File: config.mk
export PLATFORM = sky130hd
export DESIGN_NAME = wm_embed_sequencer
export DESIGN_NICKNAME = d
export VERILOG_FILES = /design/src/rtl/wm_embed_sequencer.sv
export SDC_FILE = /design/constraint.sdc
export NUM_CORES = 1
export LEC_CHECK = 0
export BUFFER_PORTS_ARGS = -buffer_cell sky130_fd_sc_hd__buf_4
export CAP_MARGIN = 0
export CORE_UTILIZATION = 51
export DETAILED_ROUTE_END_ITERATION = 8
export GPL_ROUTABILITY_DRIVEN = 0
export PLACE_DENSITY_LB_ADDON = 0.08
export SLEW_MARGIN = 20
export SYNTH_ARGS = -nofsm -noshare
export SYNTH_HDL_FRONTEND = slang
export SYNTH_SLANG_ARGS = --single-unit
File: constraint.sdc
create_clock -name clk -period 2.3 [get_ports clk]
set_clock_uncertainty 0.2 [all_clocks]
set_input_delay 0.575 -clock clk [delete_from_list [all_inputs] [get_ports clk]]
set_output_delay 0.575 -clock clk [all_outputs]
set_load 0.01 [all_outputs]
File: src/rtl/wm_embed_sequencer.sv
// Watermark embed sequencer: walks the image in raster order, reading each pixel and
// its watermark bit, replacing the pixel LSB with that bit, and writing the pixel back.
module wm_embed_sequencer #(
    parameter int ROWS  = 8,
    parameter int COLS  = 8,
    parameter int ROW_W = 3,
    parameter int COL_W = 3,
    parameter int PIX_W = 8
) (
    input  logic             clk,
    input  logic             rst_n,
    input  logic             start,
    output logic [ROW_W-1:0] row_signal,
    output logic [COL_W-1:0] col_signal,
    output logic             IM_RD_WRn,
    output logic             WM_RD_WRn,
    input  logic [PIX_W-1:0] IM_data_in,
    input  logic             WM_data_in,
    output logic [PIX_W-1:0] Reg_IM_data_out,
    output logic             done
);

    typedef enum logic [1:0] {
        S_IDLE,
        S_READ,
        S_EMBED,
        S_WRITE
    } state_t;

    localparam logic [ROW_W-1:0] ROW_LAST = ROW_W'(ROWS - 1);
    localparam logic [COL_W-1:0] COL_LAST = COL_W'(COLS - 1);

    state_t           state_q, state_d;
    logic [ROW_W-1:0] row_q, row_d;
    logic [COL_W-1:0] col_q, col_d;
    logic [PIX_W-1:0] data_q, data_d;
    logic             done_q, done_d;
    logic             im_rd_wrn_q, im_rd_wrn_d;

    // The pixel LSB is always overwritten by the watermark bit.
    logic unused_pix_lsb;
    assign unused_pix_lsb = IM_data_in[0];

    always_comb begin
        // NOTE: every variable gets a default before the case so no path leaves it unassigned (no latches).
        state_d = state_q;
        row_d   = row_q;
        col_d   = col_q;
        data_d  = data_q;
        unique case (state_q)
            S_IDLE: begin
                if (start) begin
                    state_d = S_READ;
                    row_d   = '0;
                    col_d   = '0;
                end
            end
            S_READ: state_d = S_EMBED;
            S_EMBED: begin
                data_d  = {IM_data_in[PIX_W-1:1], WM_data_in};
                state_d = S_WRITE;
            end
            S_WRITE: begin
                // Wrap is explicit at the last index so odd sizes never address past the end.
                if (col_q != COL_LAST) begin
                    col_d   = col_q + COL_W'(1);
                    state_d = S_READ;
                end else if (row_q != ROW_LAST) begin
                    col_d   = '0;
                    row_d   = row_q + ROW_W'(1);
                    state_d = S_READ;
                end else begin
                    col_d   = '0;
                    row_d   = '0;
                    state_d = S_IDLE;
                end
            end
            default: state_d = S_IDLE;
        endcase
        // Strobes are decoded from the next state so they leave the flops glitch-free.
        done_d      = (state_d == S_IDLE);
        im_rd_wrn_d = (state_d != S_WRITE);
    end

    always_ff @(posedge clk) begin
        // NOTE: sequential state uses non-blocking assignments so all flops update together.
        if (!rst_n) begin
            state_q     <= S_IDLE;
            row_q       <= '0;
            col_q       <= '0;
            data_q      <= '0;
            done_q      <= 1'b1;
            im_rd_wrn_q <= 1'b1;
        end else begin
            state_q     <= state_d;
            row_q       <= row_d;
            col_q       <= col_d;
            data_q      <= data_d;
            done_q      <= done_d;
            im_rd_wrn_q <= im_rd_wrn_d;
        end
    end

    assign row_signal      = row_q;
    assign col_signal      = col_q;
    assign IM_RD_WRn       = im_rd_wrn_q;
    assign WM_RD_WRn       = 1'b1;
    assign Reg_IM_data_out = data_q;
    assign done            = done_q;

endmodule

==> results.yml, run 1 <==
clock_network:
  htree_levels: 1
  cts-resized-gates: 0
  root_buffer: "clkbuf_4"
  cts.sinks: 18
  cts_made_buffers: 3
  worstSkewPairLatency_ps: 290
  cts_setup_buffers: 0
  hold_buffers: 0
  cts_tree: "built"
  cts.clk_slew.worst_paths_ps: 110
  clock_path_buffers: 2
synthesis:
  synthAdderAreaFrac_pct: 11.92
  ys_warn_count: 0
  ys_ff_latch: 18
  synth_fp_nets: 97
  synth_top_area_cell: "dfxtp_1"
  synth-xor-area-share_pct: 0
  yosys-top-cells-area: "dfxtp_1 43%, mux2i_1 13%, ha_1 12%"
  netlist_instances: 77
  synth_simple_gate_area_share_pct: 16.54
  synthArstFlopShare_pct: 0
  synth.top_cell.area_share_pct: 42.92
  synth-compound-area-share_pct: 8.346
  ys.flop_type: "dfxtp_1"
  synth_top_family_by_area: "simple AND/OR/NAND/NOR gates"
  yosysMostFrequentCell: "dfxtp_1"
  synth-edff-count: 0
  synthMuxAreaShare_pct: 14.75
  synth_area_um2: 839.6
  ys_seq_area_share_pct: 42.92
  syn_avg_cell_area_um2: 10.90
  ys_types: 22
  ys_top_cells_by_count: "18 x dfxtp_1, 11 x mux2i_1, 11 x nor2b_1, 8 x ha_1, 4 x nand2_1"
place:
  hpwl_mm: 1.063
  dp.cells: 114
  portBuffers: 26
global_routing:
  grt_max_degree: 21
  grt_util_met2_pct: 28.92
  grt_pass1_wl_mm: 2.504
  antenna_found_initial: 0
  use_met1_pct: 23.18
  grt_overflow: 0
  grt.total_usage_pct: 18.52
  grt_pass1_vias: 594
  grtUsageMet3_pct: 3.879
  top_usage_layer: "met2"
setup_path:
  crit_type: "reg -> reg"
  crit_path_end_kind: "flip-flop"
  start_kind: "flip-flop"
  cp.arrival_ps: 1800
  crit_fanout: 9
  worst_ep_required_time_ps: 2340
  slowest_stage: "dfxtp_1"
  crit_chain: "inv_1, ha_1, or2_1, o221a_4, nor2_2"
  slowest_delay_ps: 400
floorplanning:
  die_w_um: 42.58
  boundaryPins: 29
  core_area_mm2: 0.001524
  die_h_um: 42.58
  die_area_mm2: 0.001813
  start_util_pct: 55.09
  rows: 14
detailed_routing:
  wl_mm: 1.475
  drt_iter0_markers: 1
  route.detailed.drc: 0
  wire_per_inst_um: 12.50
  num_vias: 587
  ant_nets: 0
  dr.pass1.iters: 2
  viasPerCell: 4.975
finish:
  multi_input_area_um2: 436.7
  final_util_pct: 69.54
  n_fill_cell: 122
  nets: 123
  layout.cells.non_filler: 118
  syn2layout_area_growth_pct: 26.23
  antenna_cells: 0
  seqCellArea_um2: 360.3
  drive_gt1_share_pct: 34.31
pwr:
  power_density_mw_per_mm2: 993.3
  cellLeakagePower_nw: 0.4719
  finalPower_mw: 1.053
  peakVddDrop_mv: 0.5561
timing:
  rsz0062_at_grt: "false"
  post-route-min-period_ps: 1764
  finalCritPeriodShare_pct: 76.68
  fmax_ghz: 0.5670
  hold_viol_final: 0
  setup_viol: 0
  finalSetupTns_ps: 0
  maxSlewViolCount: 0
outcome:
  status: "finished, final reports clean"
job:
  maxCapViolCount: 0
min_path:
  holdCritPathClass: "reg -> reg"
==> logic make-up (layout without fill, tap and decap cells) <==
kind of cell               after synthesis  after routing
adders and majority gates                8              8
AOI/OAI and AO/OA                        6              6
buffers and inverters                    8             33
and+or+nand+nor                         24             24
DFF                                     18             18
other                                    1              1
muxes                                   12             12
==> power by group <==
group / leakage (nW) / total, mW / switching [mW] / internal, mW
logic: 0.304 / 0.437 / 0.215 / 0.222
registers: 0.147 / 0.419 / 0.0425 / 0.377
clock network: 0.0210 / 0.196 / 0.0999 / 0.0964
==> cell usage in the layout (no fill, tap or decap) <==
cell / instances
nand2b_4: 1
nor2b_1: 11
a32oi_1: 3
nor2_1: 2
o221a_4: 1
and2_1: 1
dfxtp_1: 18
a21boi_1: 1
nand3_1: 3
conb_1: 1
a21oi_4: 1
nor2_2: 1
or2_1: 1
inv_1: 3
clkbuf_4: 3
mux2i_2: 1
ha_1: 8
buf_4: 26
nand2_1: 4
clkbuf_8: 1
mux2i_1: 11
==> sequential cells by signal, indices dropped and copies added, names as in the netlist <==
name             flops
Reg_IM_data_out      8
done                 1
state_q              2
IM_RD_WRn            1
col_signal           3
row_signal           3
==> per-stage QoR <==
step / hold slack (ps) / setup slack, ps / instance area [um^2]
after floorplan: 294.4 / 723.4 / 839.6
after global placement: 262.9 / 571.3 / 1023
after detailed placement: 276.0 / 569.8 / 1023
after CTS: 291.4 / 521.3 / 1060
after global routing: 317.9 / 456.1 / 1060
final: 287.7 / 536.4 / 1060
==> area by class of cell <==
type / count / area share, %
multi-input combinational: 51 / 41.20
sequential: 18 / 34.00
timing repair buffer: 26 / 18.42
clock buffer: 4 / 3.424
tap: 16 / 1.889
inverter: 3 / 1.063
==> per-layer routing <==
layer  wire length [um]  part of all wire (%)
met5                  0                     0
met4                 18                   1.2
met3                 51                   3.5
met2                693                    47
met1                712                    48
==> worst max-delay path: cells and delay by family (launching register included) <==
kind            cells  cell delay (ps)
compound gates      1              240
fa+ha+maj           1              380
buf+inv             1              100
flops               1              400
simple gates        2              400
==> final timing paths <==
kind / startpoint / to / slack, ps / cells past startpoint
min: row_signal[2] / row_signal[2] / 290 / 2
max: state_q[0] / done / 540 / 5
min reg2reg: row_signal[2] / row_signal[2] / 290 / 2
max reg2reg: state_q[0] / done / 540 / 5
(Power assumes the default switching activity.)
==> run 2: changes to the inputs <==
CORE_UTILIZATION = 43   (was 51)
clock period = 1.62 ns   (was 2.3 ns; I/O delays follow)
==> results.yml, run 2 (same netlist as run 1, synthesis figures left out) <==
outcome:
  status: "finished, final reports clean"
global_routing:
  grtUsageMet3_pct: 3.529
  grt_util_met2_pct: 23.10
  grt.total_usage_pct: 14.88
  use_met1_pct: 18.55
  grt_pass1_vias: 539
  grt_max_degree: 21
  top_usage_layer: "met2"
  antenna_found_initial: 0
  grt_overflow: 0
  grt_pass1_wl_mm: 2.214
timing:
  maxSlewViolCount: 0
  setup_viol: 0
  post-route-min-period_ps: 1522
  rsz0062_at_grt: "false"
  whs_ps: 157.7
  fmax_ghz: 0.6569
  worst_slack_ps: 97.75
  finalSetupTns_ps: 0
  hold_viol_final: 0
  finalCritPeriodShare_pct: 93.97
pwr:
  power_density_mw_per_mm2: 1427
  peakVddDrop_mv: 0.7036
  finalPower_mw: 1.596
  cellLeakagePower_nw: 0.4917
setup_path:
  crit_path_end_kind: "flip-flop"
  cp.arrival_ps: 1560
  crit_fanout: 4
  slowest_delay_ps: 350
  crit_type: "reg -> reg"
  worst_ep_required_time_ps: 1650
  start_kind: "flip-flop"
  crit_chain: "inv_1, ha_2, mux2i_4, a21oi_4, mux2i_1"
  slowest_stage: "dfxtp_2"
  critPathBufInv: 1
  critPathTopFamily: "multiplexers"
floorplanning:
  die_h_um: 46.19
  die_w_um: 46.19
  core_area_mm2: 0.001783
  rows: 15
  boundaryPins: 29
  start_util_pct: 47.09
  die_area_mm2: 0.002133
finish:
  final_util_pct: 62.74
  largest_reg_flops: 8
  nets: 127
  final_cell_area_mm2: 0.001119
  final_cell_mix: "30 x buf_4, 15 x dfxtp_1, 11 x nor2b_1, 11 x mux2i_1, 6 x ha_1"
  drive_gt1_share_pct: 41.51
  syn2layout_area_growth_pct: 33.23
  mostFrequentLayoutCell: "buf_4"
  layout.cells.non_filler: 131
  n_fill_cell: 155
  antenna_cells: 0
detailed_routing:
  num_vias: 627
  viasPerCell: 4.786
  wl_mm: 1.461
  dr.pass1.iters: 3
  route.detailed.drc: 0
  ant_nets: 0
  drt_iter0_markers: 2
  wire_per_inst_um: 11.15
clock_network:
  htree_levels: 1
  worstSkewPairLatency_ps: 300
  cts_made_buffers: 3
  cts.clk_slew.worst_paths_ps: 110
  cts.sinks: 18
  root_buffer: "clkbuf_4"
  clock_path_buffers: 2
  cts_tree: "built"
place:
  hpwl_mm: 1.059
  dp.cells: 126
  dpl-instance-area_mm2: 0.001057
  pre_cts_slack_ps: 14.52
  portBuffers: 26
job:
  maxCapViolCount: 0
min_path:
  holdCritPathClass: "in -> reg"
run 2: cell types whose count changed in the layout (fill, tap and decap cells not counted), sizes merged:
cell and delta:
buf +4
run 2: power breakdown:
part / total, mW / leakage (nW) / switching (mW) / internal [mW]
combinational: 0.717 / 0.323 / 0.325 / 0.392
sequential: 0.595 / 0.148 / 0.0544 / 0.541
clock: 0.284 / 0.0210 / 0.147 / 0.137
total: 1.60 / 0.492 / 0.526 / 1.07
run 2: final timing paths:
check | start | end | slack, ps | cells after the start
min | IM_data_in[7] | Reg_IM_data_out[7] | 160 | 3
max | state_q[0] | row_signal[1] | 100 | 5
min reg2reg | row_signal[2] | row_signal[2] | 280 | 2
max reg2reg | state_q[0] | row_signal[1] | 100 | 5
run 2: per-layer routing:
layer | part of all wire (%) | vias to the layer above
li1 | - | 314
met1 | 45 | 290
met2 | 48 | 19
met3 | 5.0 | 4
met4 | 1.8 | 0
met5 | 0 | -
run 2: what timing repair did:
item,CTS,global route
gates resized for setup,1,5
hold buffers,0,0
hold endpoints to repair,0,0
setup endpoints to repair,1,3
setup buffers,0,1
run 2: area by class of cell:
| cell class | instances | area [um^2] | area share, % |
|---|---|---|---|
| tap | 25 | 31.28 | 2.796 |
| sequential | 18 | 364.1 | 32.55 |
| multi-input combinational | 51 | 450.4 | 40.27 |
| clock buffer | 4 | 36.28 | 3.244 |
| inverter | 3 | 11.26 | 1.007 |
| timing repair buffer | 30 | 225.2 | 20.13 |
run 2: worst reg2reg max path, cell delays in order (launching register included):
cell	delay, ps
dfxtp_2	350
inv_1	70
ha_2	220
mux2i_4	210
a21oi_4	190
mux2i_1	210
==> run 3: changes to the inputs <==
REMOVE_ABC_BUFFERS = 1   (was not set)
==> results.yml, run 3 (same netlist as run 1, synthesis figures left out) <==
setup_path:
  timing.rr.start: "state_q[0]"
  slowest_delay_ps: 370
  start_kind: "flip-flop"
  worst_r2r_path_depth: 5
  critPathTopFamily: "multiplexers"
  slowest_stage: "dfxtp_1"
  cp.arrival_ps: 1570
  crit_type: "reg -> reg"
  r2r_slack_ps: 80
  reg2reg_to: "row_signal[2]"
  crit_path_end_kind: "flip-flop"
  crit_chain: "inv_1, ha_2, mux2i_4, a21oi_4, mux2i_1"
  worst_ep_required_time_ps: 1650
  critPathBufInv: 1
  crit_fanout: 4
min_path:
  whs_endpoint: "Reg_IM_data_out[1]"
  whs_path_depth: 3
  holdCritPathClass: "in -> reg"
  hp-start: "IM_data_in[1]"
outcome:
  status: "finished, final reports clean"
finish:
  layout.cells.non_filler: 132
  syn2layout_area_growth_pct: 34.13
  antenna_cells: 0
  largest_reg_flops: 8
  nets: 128
  drive_gt1_share_pct: 41.12
  seqCellArea_um2: 361.6
  final_cell_mix: "31 x buf_4, 17 x dfxtp_1, 11 x nor2b_1, 11 x mux2i_1, 5 x ha_1"
  n_fill_cell: 163
  mostFrequentLayoutCell: "buf_4"
  multi_input_area_um2: 452.9
place:
  dp.cells: 128
  pre_cts_slack_ps: 69.20
  portBuffers: 26
  hpwl_mm: 1.074
global_routing:
  antenna_found_initial: 0
  grt_pass1_vias: 564
  grt_pass1_wl_mm: 2.373
  grt_max_degree: 21
  grt_overflow: 0
  grt.total_usage_pct: 16.29
timing:
  post-route-min-period_ps: 1544
  hold_viol_final: 0
  finalSetupTns_ps: 0
  setup_viol: 0
  maxSlewViolCount: 0
  worst_slack_ps: 75.87
  finalCritPeriodShare_pct: 95.32
  fmax_ghz: 0.6476
floorplanning:
  die_w_um: 46.19
  start_util_pct: 47.09
  die_area_mm2: 0.002133
  core_area_mm2: 0.001783
  die_h_um: 46.19
  rows: 15
  boundaryPins: 29
detailed_routing:
  viasPerCell: 4.636
  num_vias: 612
  dr.pass1.iters: 4
  drt_iter0_markers: 6
  route.detailed.drc: 0
  wire_per_inst_um: 10.83
  ant_nets: 0
  wl_mm: 1.430
pwr:
  peakVddDrop_mv: 0.8285
  finalPower_mw: 1.583
  p_int_mw: 1.066
  power_frac_seq_pct: 37.1
  power.share.clock_pct: 17.3
  swShare_pct: 32.66
  power_density_mw_per_mm2: 1406
  comb_power_share_pct: 45.6
  p_switching_uw: 517.1
  cellLeakagePower_nw: 0.4936
job:
  maxCapViolCount: 0
clock_network:
  cts_setup_buffers: 0
  worstSkewPairLatency_ps: 290
  root_buffer: "clkbuf_4"
  cts.clk_slew.worst_paths_ps: 100
  htree_levels: 1
  cts_made_buffers: 3
  clock_path_buffers: 2
  cts.sinks: 18
  cts_tree: "built"
## run 3: area by class of cell
cell class | instances | share of cell area (%)
Tap cell | 25 | 2.778
Sequential cell | 18 | 32.11
Timing Repair Buffer | 31 | 20.67
Multi-Input combinational cell | 51 | 40.22
Clock buffer | 4 | 3.222
Inverter | 3 | 1.000
## run 3: what timing repair did
action	in CTS	in global routing
resized for setup	0	5
endpoints found under the setup margin	0	6
hold buffers	0	0
## run 3: metal layers
metal	vias up	GRT usage, %	routed length, um
li1	320	-	-
met1	271	20.29	639
met2	19	25.92	706
met3	2	5.882	73
met4	0	5.294	10
met5	-	0	0
## run 3: worst max path at each step
stage                     from            end  slack, ps  depth (start not counted)
floorplan           state_q[0]           done         -2                          5
global route        state_q[0]  row_signal[2]        -20                          5
global placement    state_q[0]  row_signal[1]         90                          5
finish              state_q[0]  row_signal[2]         80                          5
CTS                 state_q[0]  row_signal[2]         50                          5
detailed placement  state_q[0]  row_signal[0]         70                          5
## run 3: metrics by stage
| stage | hold slack, ps | instance area [um^2] | utilization (%) |
|---|---|---|---|
| floorplan | 273.9 | 808.3 | - |
| global placement | 265.7 | 1072 | 60.14 |
| detailed placement | 276.3 | 1072 | 60.14 |
| CTS | 161.5 | 1109 | 62.18 |
| global route | 174.9 | 1126 | 63.16 |
| finish | 167.1 | 1126 | 63.16 |
## run 3: power groups by stage
stage / Clock, mW / Combinational, mW / Sequential [mW]
after detailed placement: 0 / 0.693 / 0.595
final: 0.273 / 0.722 / 0.588
after floorplan: 0 / 0.408 / 0.626
after global routing: 0.311 / 0.797 / 0.598
after CTS: 0.284 / 0.696 / 0.586
after global placement: 0 / 0.685 / 0.594
## run 3: worst min-delay path, stage by stage
cell and delay (ps):
buf_4 70, mux2i_1 50, nor2b_1 90
